## src/rtl/wb_queue.sv

```systemverilog
// In-order writeback queue feeding the register-file write port.
// Accepts ALU/load results, drains one per cycle, and forwards the youngest queued value to two readers.
module wb_queue #(
    parameter int XLEN  = 32,
    parameter int DEPTH = 4
) (
    input  logic                       clk,
    input  logic                       rst_n,

    input  logic                       alu_valid,
    input  logic [4:0]                 alu_rd,
    input  logic [XLEN-1:0]            alu_data,
    output logic                       alu_ready,

    input  logic                       mem_valid,
    input  logic [4:0]                 mem_rd,
    input  logic [XLEN-1:0]            mem_data,
    output logic                       mem_ready,

    input  logic                       drain_en,
    output logic                       RegWrite,
    output logic [4:0]                 rd,
    output logic [XLEN-1:0]            write_data,

    input  logic [4:0]                 rs1,
    input  logic [4:0]                 rs2,
    output logic                       fwd1_hit,
    output logic [XLEN-1:0]            fwd1_data,
    output logic                       fwd2_hit,
    output logic [XLEN-1:0]            fwd2_data,

    output logic [$clog2(DEPTH):0]     count,
    output logic                       full,
    output logic                       empty
);

    localparam int PTR_W = $clog2(DEPTH);
    localparam int CNT_W = PTR_W + 1;

    typedef logic [PTR_W-1:0] ptr_t;
    typedef logic [CNT_W-1:0] cnt_t;

    typedef struct packed {
        logic [4:0]      rd;
        logic [XLEN-1:0] data;
    } entry_t;

    entry_t entry_q [DEPTH];

    ptr_t   head_q, head_d;
    ptr_t   tail_q, tail_d;
    cnt_t   count_q, count_d;

    logic   mem_fire;
    logic   alu_fire;
    logic   push;
    logic   pop;
    entry_t in_entry;
    entry_t head_entry;

    // ------------------------------------------------------------------
    // Status and handshake. Ready depends only on registered occupancy,
    // so a full queue stays closed even in a cycle that drains.
    // ------------------------------------------------------------------
    assign full      = (count_q == cnt_t'(DEPTH));
    assign empty     = (count_q == '0);
    assign count     = count_q;

    assign mem_ready = !full;
    assign alu_ready = !full && !mem_valid;

    always_comb begin
        mem_fire = mem_valid && mem_ready;
        alu_fire = alu_valid && alu_ready;

        in_entry.rd   = alu_rd;
        in_entry.data = alu_data;
        if (mem_fire) begin
            in_entry.rd   = mem_rd;
            in_entry.data = mem_data;
        end

        // x0 results complete the handshake but never occupy a slot
        push = (mem_fire || alu_fire) && (in_entry.rd != 5'd0);
        pop  = RegWrite;
    end

    // ------------------------------------------------------------------
    // Drain port: always presents the head entry, zero when empty.
    // ------------------------------------------------------------------
    always_comb begin
        head_entry = entry_q[head_q];
        RegWrite   = !empty && drain_en;
        rd         = '0;
        write_data = '0;
        if (!empty) begin
            rd         = head_entry.rd;
            write_data = head_entry.data;
        end
    end

    // ------------------------------------------------------------------
    // Pointer and occupancy next-state.
    // ------------------------------------------------------------------
    always_comb begin
        head_d  = head_q;
        tail_d  = tail_q;
        count_d = count_q;

        if (pop) begin
            head_d = head_q + ptr_t'(1);
        end
        if (push) begin
            tail_d = tail_q + ptr_t'(1);
        end

        unique case ({push, pop})
            2'b10:   count_d = count_q + cnt_t'(1);
            2'b01:   count_d = count_q - cnt_t'(1);
            default: count_d = count_q;
        endcase
    end

    always_ff @(posedge clk or negedge rst_n) begin
        if (!rst_n) begin
            head_q  <= '0;
            tail_q  <= '0;
            count_q <= '0;
        end else begin
            head_q  <= head_d;
            tail_q  <= tail_d;
            count_q <= count_d;
        end
    end

    // NOTE: storage is not reset; every read of it is qualified by count_q,
    // so stale contents are never visible after reset.
    always_ff @(posedge clk) begin
        if (push) begin
            entry_q[tail_q] <= in_entry;
        end
    end

    // ------------------------------------------------------------------
    // Forwarding: scan oldest to youngest so the last match wins.
    // Only registered entries are scanned; this cycle's push is not seen.
    // ------------------------------------------------------------------
    always_comb begin
        ptr_t idx;

        idx       = head_q;
        fwd1_hit  = 1'b0;
        fwd1_data = '0;
        fwd2_hit  = 1'b0;
        fwd2_data = '0;

        for (int i = 0; i < DEPTH; i++) begin
            idx = head_q + ptr_t'(i);
            if (cnt_t'(i) < count_q) begin
                if ((rs1 != 5'd0) && (entry_q[idx].rd == rs1)) begin
                    fwd1_hit  = 1'b1;
                    fwd1_data = entry_q[idx].data;
                end
                if ((rs2 != 5'd0) && (entry_q[idx].rd == rs2)) begin
                    fwd2_hit  = 1'b1;
                    fwd2_data = entry_q[idx].data;
                end
            end
        end
    end

endmodule
```

## config.mk

```make
export PLATFORM = sky130hd
export DESIGN_NAME = wb_queue
export DESIGN_NICKNAME = d
export VERILOG_FILES = /design/src/rtl/wb_queue.sv
export SDC_FILE = /design/constraint.sdc
export NUM_CORES = 1
export LEC_CHECK = 0
export CAP_MARGIN = 20
export CORE_MARGIN = 4
export CORE_UTILIZATION = 55
export DETAILED_ROUTE_END_ITERATION = 12
export PLACE_DENSITY = 0.91
export SYNTH_ARGS = -nofsm -noshare
export SYNTH_HDL_FRONTEND = slang
export SYNTH_SLANG_ARGS = --single-unit
```

## constraint.sdc

```tcl
create_clock -name clk -period 4.31 [get_ports clk]
set_input_delay 0.431 -clock clk [delete_from_list [all_inputs] [get_ports clk]]
set_output_delay 0.431 -clock clk [all_outputs]
set_load 0.05 [all_outputs]
```

# --- After elaboration in Yosys (flattened, before gate mapping) ---
# Memories as Yosys holds them, arrays and structs flattened.
# Index checks and enable logic that the tools add are counted.
word_totals:
  regBits: 7
  ram_bits: 148
  inputBits: 89
  elab_cells: 85
  mem_count: 1
classes:
  n_addsub: 6
  n_lt_le_gt_ge: 4
  n_eq_ne: 11
  mux: 38
  n_reduce_logical: 22
memory_table:
  columns: ["name", "words", "width", "rd", "rd_clocked_by_memory_dff", "wr", "line_no", "rtl"]
  rows:
  - ["entry_q", 4, 37, 4, 0, 1, "48", "entry_t entry_q [DEPTH];"]
ops:
  columns: ["cell", "n"]
  rows:
  - ["two-way mux 32 bit", 17]
  - ["== test 5 bit", 8]
  - ["two-way mux 37 bit", 1]
  - ["two-way mux 1 bit", 18]
  - ["nonzero test 5 bit", 3]
  - ["logical AND 1 bit", 13]
  - ["< comparator 1 x 3 -> 1 bit, first input constant", 2]
  - ["< comparator 2 x 3 -> 1 bit, first input constant", 2]
  - ["case mux 3 bit (2 select lines)", 1]
  - ["two-way mux 5 bit", 1]
  - ["adder 2 x 1 -> 2 bit, second input constant", 2]
  - ["adder 2 bit, second input constant", 2]
  - ["adder 3 x 1 -> 3 bit, second input constant", 1]
  - ["== test 3 bit, second input constant", 1]
  - ["zero test 1 bit", 3]
  - ["zero test 3 bit", 1]
  - ["subtractor 3 x 1 -> 3 bit, second input constant", 1]
  - ["== test 2 x 1 -> 1 bit, second input constant", 1]
  - ["== test 2 bit, second input constant", 1]
  - ["nonzero test 2 bit", 1]
  - ["logical OR 1 bit", 1]

# --- Longest topological paths before layout ---
# Gate-level depths: netlist (run 1).
# An unclocked memory read counts as a cell.
depth:
  ltp_word: 11
  mapped_depth: 13
  depth_no_buf: 12

# --- Least setup slack after synthesis (run 1) ---
# No wires, ideal clock.
synth_path:
  path_kind: "flip-flop to flip-flop"
  start: "register count_q[0] (netlist: count[0])"
  end: "memory entry_q[0][0] in the netlist's numbering, enable pin"
  t_arrival_ns: 3.575
  t_required_ns: 3.912
  path_slack_ns: 0.337
  path_stages_with_launch: 10
  path_buffers: 1
  synth_period_minus_slack_ns: 3.973
  cell_sequence: "dfrtp_1 -> inv_1 -> ha_1 -> nand2_1 -> and2_1 -> clkbuf_1 -> mux2_2 -> nor3_1 -> a21oi_1 -> and2_1"
synth_rtl:
  columns: ["item", "line_no", "rtl"]
  rows:
  - ["start, declared", "52", "cnt_t count_q, count_d;"]
  - ["start signal, assigned", "132", "count_q <= count_d;"]
  - ["end, declared", "48", null]

# --- Worst setup path after layout (run 1) ---
layout_path:
  start: "register head_q[0]"
  end: "output port fwd2_data[10]"
layout_via:
  elab_chain_len: 11
  elab_cells_between_ends: 20
  classes_between: "3 x add/sub; 4 x eq/ne; 8 x mux; 4 x reduce/logical; 1 x memory"
layout_rtl:
  columns: ["item", "line_no", "rtl"]
  rows:
  - ["start, declared", "50", "ptr_t head_q, head_d;"]
  - ["start signal, assigned", "126", "head_q <= '0;"]
  - ["start signal, assigned", "130", "head_q <= head_d;"]
  - ["memory (4 x 37 bit) *", null, null]
  - ["== test 5 bit", "164", "if ((rs2 != 5'd0) && (entry_q[idx].rd == rs2)) begin"]
  - ["logical AND 1 bit", "164", null]
  - ["two-way mux 32 bit", "164", null]
  - ["two-way mux 32 bit", "159", "if (cnt_t'(i) < count_q) begin"]
  - ["two-way mux 32 bit", "164", null]
  - ["two-way mux 32 bit", "159", null]
  - ["two-way mux 32 bit", "164", null]
  - ["two-way mux 32 bit", "159", null]
  - ["two-way mux 32 bit", "164", null]
  - ["two-way mux 32 bit *", "159", null]
  - ["end, declared", "30", "output logic [XLEN-1:0] fwd2_data,"]
# Every way passes the cells marked *; elsewhere a longest branch is shown, timed or not.

==> impl_metrics.env, run 1 <==
export IMPL_max_slew_margin_rel_pct=22.7
export IMPL_syn_nets=1197
export IMPL_critical_path_peak_fanout=21
export IMPL_die_y_um=154
export IMPL_drive_above_1_share_pct=23.8
export IMPL_worstPathRequired_ps=3880
export IMPL_synth_top_area_cell="edfxtp_1"
export IMPL_synth_avg_cell_area_um2=10.6
export IMPL_cts_sinks=155
export IMPL_mostFrequentLayoutCell="edfxtp_1"
export IMPL_cts_buffers=17
export IMPL_max_cap_violations=0
export IMPL_clockBufferDepth=2
export IMPL_finalClockSkew_ps=3.51
export IMPL_drtAntennaViolNets=0
export IMPL_firstDrtPassIters=7
export IMPL_status="complete, no violations"
export IMPL_placed_cell_area_um2=14300
export IMPL_finalHoldViolations=0
export IMPL_finalSetupViolCount=0
export IMPL_die_area_um2=23600
export IMPL_area_growth_pct=28.8
export IMPL_maxSlewViolCount=0
export IMPL_grt_max_degree=125
export IMPL_drt_initial_drc_count=1246
export IMPL_hpwl_um=23400
export IMPL_post_route_period_util_pct=97.9
export IMPL_tns_ps=0
export IMPL_wire_per_inst_um=23.4
export IMPL_ys_top_cells_by_area="edfxtp_1 (38%), mux2i_1 (11%), mux2_2 (9.8%), mux4_2 (3.5%), xnor2_1 (2.9%)"
export IMPL_holdWs_ps=285
export IMPL_insertion_delay_ps=430
export IMPL_layout_min_cycle_time_ps=4220
export IMPL_root_buffer="clkbuf_16"
export IMPL_hold_class="in -> async"
export IMPL_synth_seq_cells=155
export IMPL_synth_edf_count=148
export IMPL_die_w_um=154
export IMPL_vias=10200
export IMPL_pin_count=200
export IMPL_rsz0062_at_grt="no"
export IMPL_drt_wl_total_um=36000
export IMPL_syn_cell_area_um2=11600
export IMPL_endpoint_kind="output pin"
export IMPL_final_cell_mix="edfxtp_1 (148), clkdlybuf4s50_1 (133), mux2i_1 (129)"
export IMPL_nets=1349
export IMPL_cts_tree="yes"
export IMPL_vias_per_cell=6.64
export IMPL_async_flop_share_pct=4.52
export IMPL_grt_ovfl_total=0
export IMPL_synthCells=1099
export IMPL_cts_max_level=4
export IMPL_io_buffers=199
export IMPL_synth_cell_types=53
export IMPL_grt_pass1_wl_um=54600
export IMPL_core_um2=20600
export IMPL_synth_top_area_share_pct=38.2
export IMPL_max_freq_mhz=237
export IMPL_critPathKind="reg -> out"
export IMPL_antenna_found_initial=0
export IMPL_drc=0
export IMPL_start_util_pct=56.6
export IMPL_synth_seq_area_share_pct=39.7
export IMPL_n_antenna_cell=0
export IMPL_grtUsageTotal_pct=29.2
export IMPL_fin_area_um2=15000
export IMPL_ys_warn_count=0
export IMPL_synthFlopType="edfxtp_1"
export IMPL_rows=52
export IMPL_clkTransAtPathRegs_ps=60
export IMPL_place_gp_congestion=0.919
export IMPL_tightest_slew_ps=1160
export IMPL_crit_arrival_ps=3790
export IMPL_hold_buffers=0
export IMPL_grt_pass1_vias=9975
export IMPL_critPathLaunchType="flop"
timing repair:
| item | in CTS | in global routing |
|---|---|---|
| endpoints found under the setup margin | 12 | 33 |
| setup buffers | 3 | 6 |
| gates cloned | 1 | 0 |
| pin swaps | 2 | 2 |
| gates resized for setup | 4 | 0 |
synth_stat cells (10+ instances only):
| cell | number |
|---|---|
| nand2_1 | 70 |
| buf_2 | 38 |
| nor2b_1 | 13 |
| o221ai_2 | 11 |
| inv_1 | 40 |
| a31oi_1 | 31 |
| mux4_2 | 18 |
| o21ai_0 | 64 |
| nor2_1 | 71 |
| nor3_1 | 40 |
| mux2i_1 | 129 |
| o221ai_1 | 20 |
| buf_1 | 10 |
| edfxtp_1 | 148 |
| clkbuf_1 | 50 |
| a211oi_1 | 22 |
| a22o_1 | 30 |
| mux2_2 | 101 |
| a21oi_1 | 38 |
| and3_1 | 30 |
| xnor2_1 | 38 |
through the flow:
step	util, %	instances	worst slack (ps)
after floorplan	-	1099	337
after global placement	69.4	1492	527
after detailed placement	69.4	1492	423
after CTS	72.6	1528	39.9
after global routing	72.9	1534	7.96
final	72.9	1534	89.8
final timing paths:
| kind | from | to | slack (ps) | cells past startpoint |
|---|---|---|---|---|
| max in group asynchronous | rst_n | head_q[0] | 3730 | 1 |
| max reg2reg | count[0] | entry_q[3][31] | 610 | 9 |
| min reg2reg | tail_q[1] | tail_q[1] | 580 | 1 |
| max | head_q[0] | fwd2_data[10] | 90 | 9 |
| min | rst_n | tail_q[0] | 280 | 1 |
| min in group clk | tail_q[1] | tail_q[1] | 580 | 1 |
worst max-delay path: stages (launching register included):
cell and delay, ps:
dfrtp_4 560, buf_6 230, buf_6 210, nor2_1 70, a32o_1 240, nor4_4 660
o211ai_4 370, o221a_1 350, o31ai_2 460, buf_12 200
flip-flops by register name, summed over array words and instances, names as in the netlist:
register  flops
entry_q     148
count         3
head_q        2
tail_q        2
logic make-up after synthesis:
group,synth area share [%]
AO/OA/AOI/OAI,15.0
XOR/XNOR,3.31
adder cells (fa/ha/maj),0.967
buffers and inverters,5.63
flip-flops,39.7
multiplexers,24.8
AND/OR/NAND/NOR,10.7
metal layers:
metal	routed length, µm	track usage, %
met1	13100	36.8
met2	17500	48.6
met3	3870	5.87
met4	1480	13.5
met5	0	0
cell type report:
cell class / count / area, µm²
clock inverter: 15 / 165
tap: 270 / 338
inverter: 40 / 155
sequential: 155 / 4630
multi-input combinational: 798 / 6440
timing repair buffer: 239 / 2850
clock buffer: 17 / 425
fill: 1349 / 5560
Power of run 1 is left out: the tool's default activity adds up to more than one toggle a clock period on the data nets, which glitch-free logic cannot reach.
==> inputs of run 2 (changes only) <==
--- a/config.mk
+++ b/config.mk
@@ -10,6 +10,8 @@
 export CORE_UTILIZATION = 55
 export DETAILED_ROUTE_END_ITERATION = 12
 export PLACE_DENSITY = 0.91
+export SKIP_CTS_REPAIR_TIMING = 1
+export SLEW_MARGIN = 20
 export SYNTH_ARGS = -nofsm -noshare
 export SYNTH_HDL_FRONTEND = slang
 export SYNTH_SLANG_ARGS = --single-unit
==> impl_metrics.env, run 2 (synthesized netlist as in run 1, its figures left out) <==
export IMPL_status="complete, no violations"
export IMPL_cts_max_level=4
export IMPL_layout_min_cycle_time_ps=4190
export IMPL_n_antenna_cell=0
export IMPL_drc=0
export IMPL_largest_register_ffs=148
export IMPL_grt_ovfl_total=0
export IMPL_hpwl_um=23400
export IMPL_critPathKind="reg -> out"
export IMPL_reg2reg_depth=9
export IMPL_ff2ff_setup_slack_ps=600
export IMPL_wire_per_inst_um=23.5
export IMPL_hold_class="in -> async"
export IMPL_area_growth_pct=29.1
export IMPL_grt_max_degree=125
export IMPL_nets=1352
export IMPL_drive_above_1_share_pct=24.0
export IMPL_max_freq_mhz=239
export IMPL_antenna_found_initial=0
export IMPL_finalHoldViolations=0
export IMPL_startpoint="head_q[0]"
export IMPL_start_util_pct=56.6
export IMPL_drtAntennaViolNets=0
export IMPL_place_gp_congestion=0.919
export IMPL_finalSetupViolCount=0
export IMPL_regMostFlops="entry_q"
export IMPL_crit_arrival_ps=3760
export IMPL_grtUsageTotal_pct=28.5
export IMPL_cts_sinks=155
export IMPL_grt_pass1_vias=9953
export IMPL_cts_tree="yes"
export IMPL_die_area_um2=23600
export IMPL_firstDrtPassIters=8
export IMPL_mostFrequentLayoutCell="edfxtp_1"
export IMPL_grt_pass1_wl_um=53500
export IMPL_critical_path_peak_fanout=23
export IMPL_root_buffer="clkbuf_16"
export IMPL_endpoint_kind="output pin"
export IMPL_critPathLaunchType="flop"
export IMPL_final_cell_mix="edfxtp_1 (148), clkdlybuf4s50_1 (133), mux2i_1 (129)"
export IMPL_cts_buffers=17
export IMPL_clockBufferDepth=2
export IMPL_drt_wl_total_um=36100
export IMPL_fin_ws_ps=117
export IMPL_finalClockSkew_ps=5.12
export IMPL_worstPathRequired_ps=3880
export IMPL_max_slew_margin_rel_pct=22.9
export IMPL_pin_count=200
export IMPL_max_cap_violations=0
export IMPL_clkTransAtPathRegs_ps=60
export IMPL_insertion_delay_ps=430
export IMPL_maxSlewViolCount=0
export IMPL_tns_ps=0
export IMPL_r2r_start="count[0]"
export IMPL_dp_slack_ps=423
export IMPL_io_buffers=199
export IMPL_core_um2=20600
export IMPL_die_w_um=154
export IMPL_drt_initial_drc_count=1245
export IMPL_rows=52
export IMPL_die_y_um=154
export IMPL_vias_per_cell=6.66
export IMPL_post_route_period_util_pct=97.3
export IMPL_tightest_slew_ps=1150
export IMPL_vias=10200
export IMPL_timing_rr_end="entry_q[3][0]"
run 2: cell count changes in the layout (fill, tap and decap cells not counted):
cell       change
buf_8          +1
buf_4          +3
clkbuf_16      +1
buf_6          -2
run 2: worst max-delay path by stage:
stage,endpoint,slack [ps],depth (start not counted)
3_5_place_dp,fwd2_data[6],420,9
6_report,fwd2_data[31],120,8
5_1_grt,fwd2_data[31],-8,8
3_3_place_gp,fwd2_data[2],530,8
4_1_cts,fwd2_data[6],-60,9
2_1_floorplan,entry_q[0][0],340,9
run 2: critical path, stage by stage (launching register included):
cell	delay, ps
dfrtp_4	580
mux4_1	650
xnor2_1	180
nand4_1	210
or4b_2	740
buf_4	290
nor3_1	310
a211oi_1	130
buf_4	230
run 2: final cells by class:
| cell class | instances | area [µm²] |
|---|---|---|
| tap | 270 | 338 |
| clock buffer | 17 | 425 |
| fill | 1342 | 5520 |
| timing repair buffer | 242 | 2890 |
| sequential | 155 | 4630 |
| inverter | 40 | 155 |
| clock inverter | 15 | 165 |
| multi-input combinational | 798 | 6440 |
run 2: metal layers:
| metal | wire length [µm] | vias to the layer above | global-route usage (%) |
|---|---|---|---|
| li1 | - | 4477 | - |
| met1 | 13000 | 4845 | 35.9 |
| met2 | 17400 | 791 | 47.4 |
| met3 | 3970 | 118 | 5.45 |
| met4 | 1630 | 0 | 13.8 |
| met5 | 0 | - | 0 |
run 2: through the flow:
stage / cells / utilization (%) / hold slack [ps] / instance area (µm²)
3_3_place_gp: 1492 / 69.4 / 554 / 14300
2_1_floorplan: 1099 / - / 135 / 11600
6_report: 1537 / 73.1 / 284 / 15000
5_1_grt: 1537 / 73.1 / 283 / 15000
4_1_cts: 1524 / 72.3 / 282 / 14900
3_5_place_dp: 1492 / 69.4 / 567 / 14300
Power of run 2 is left out for the same reason.
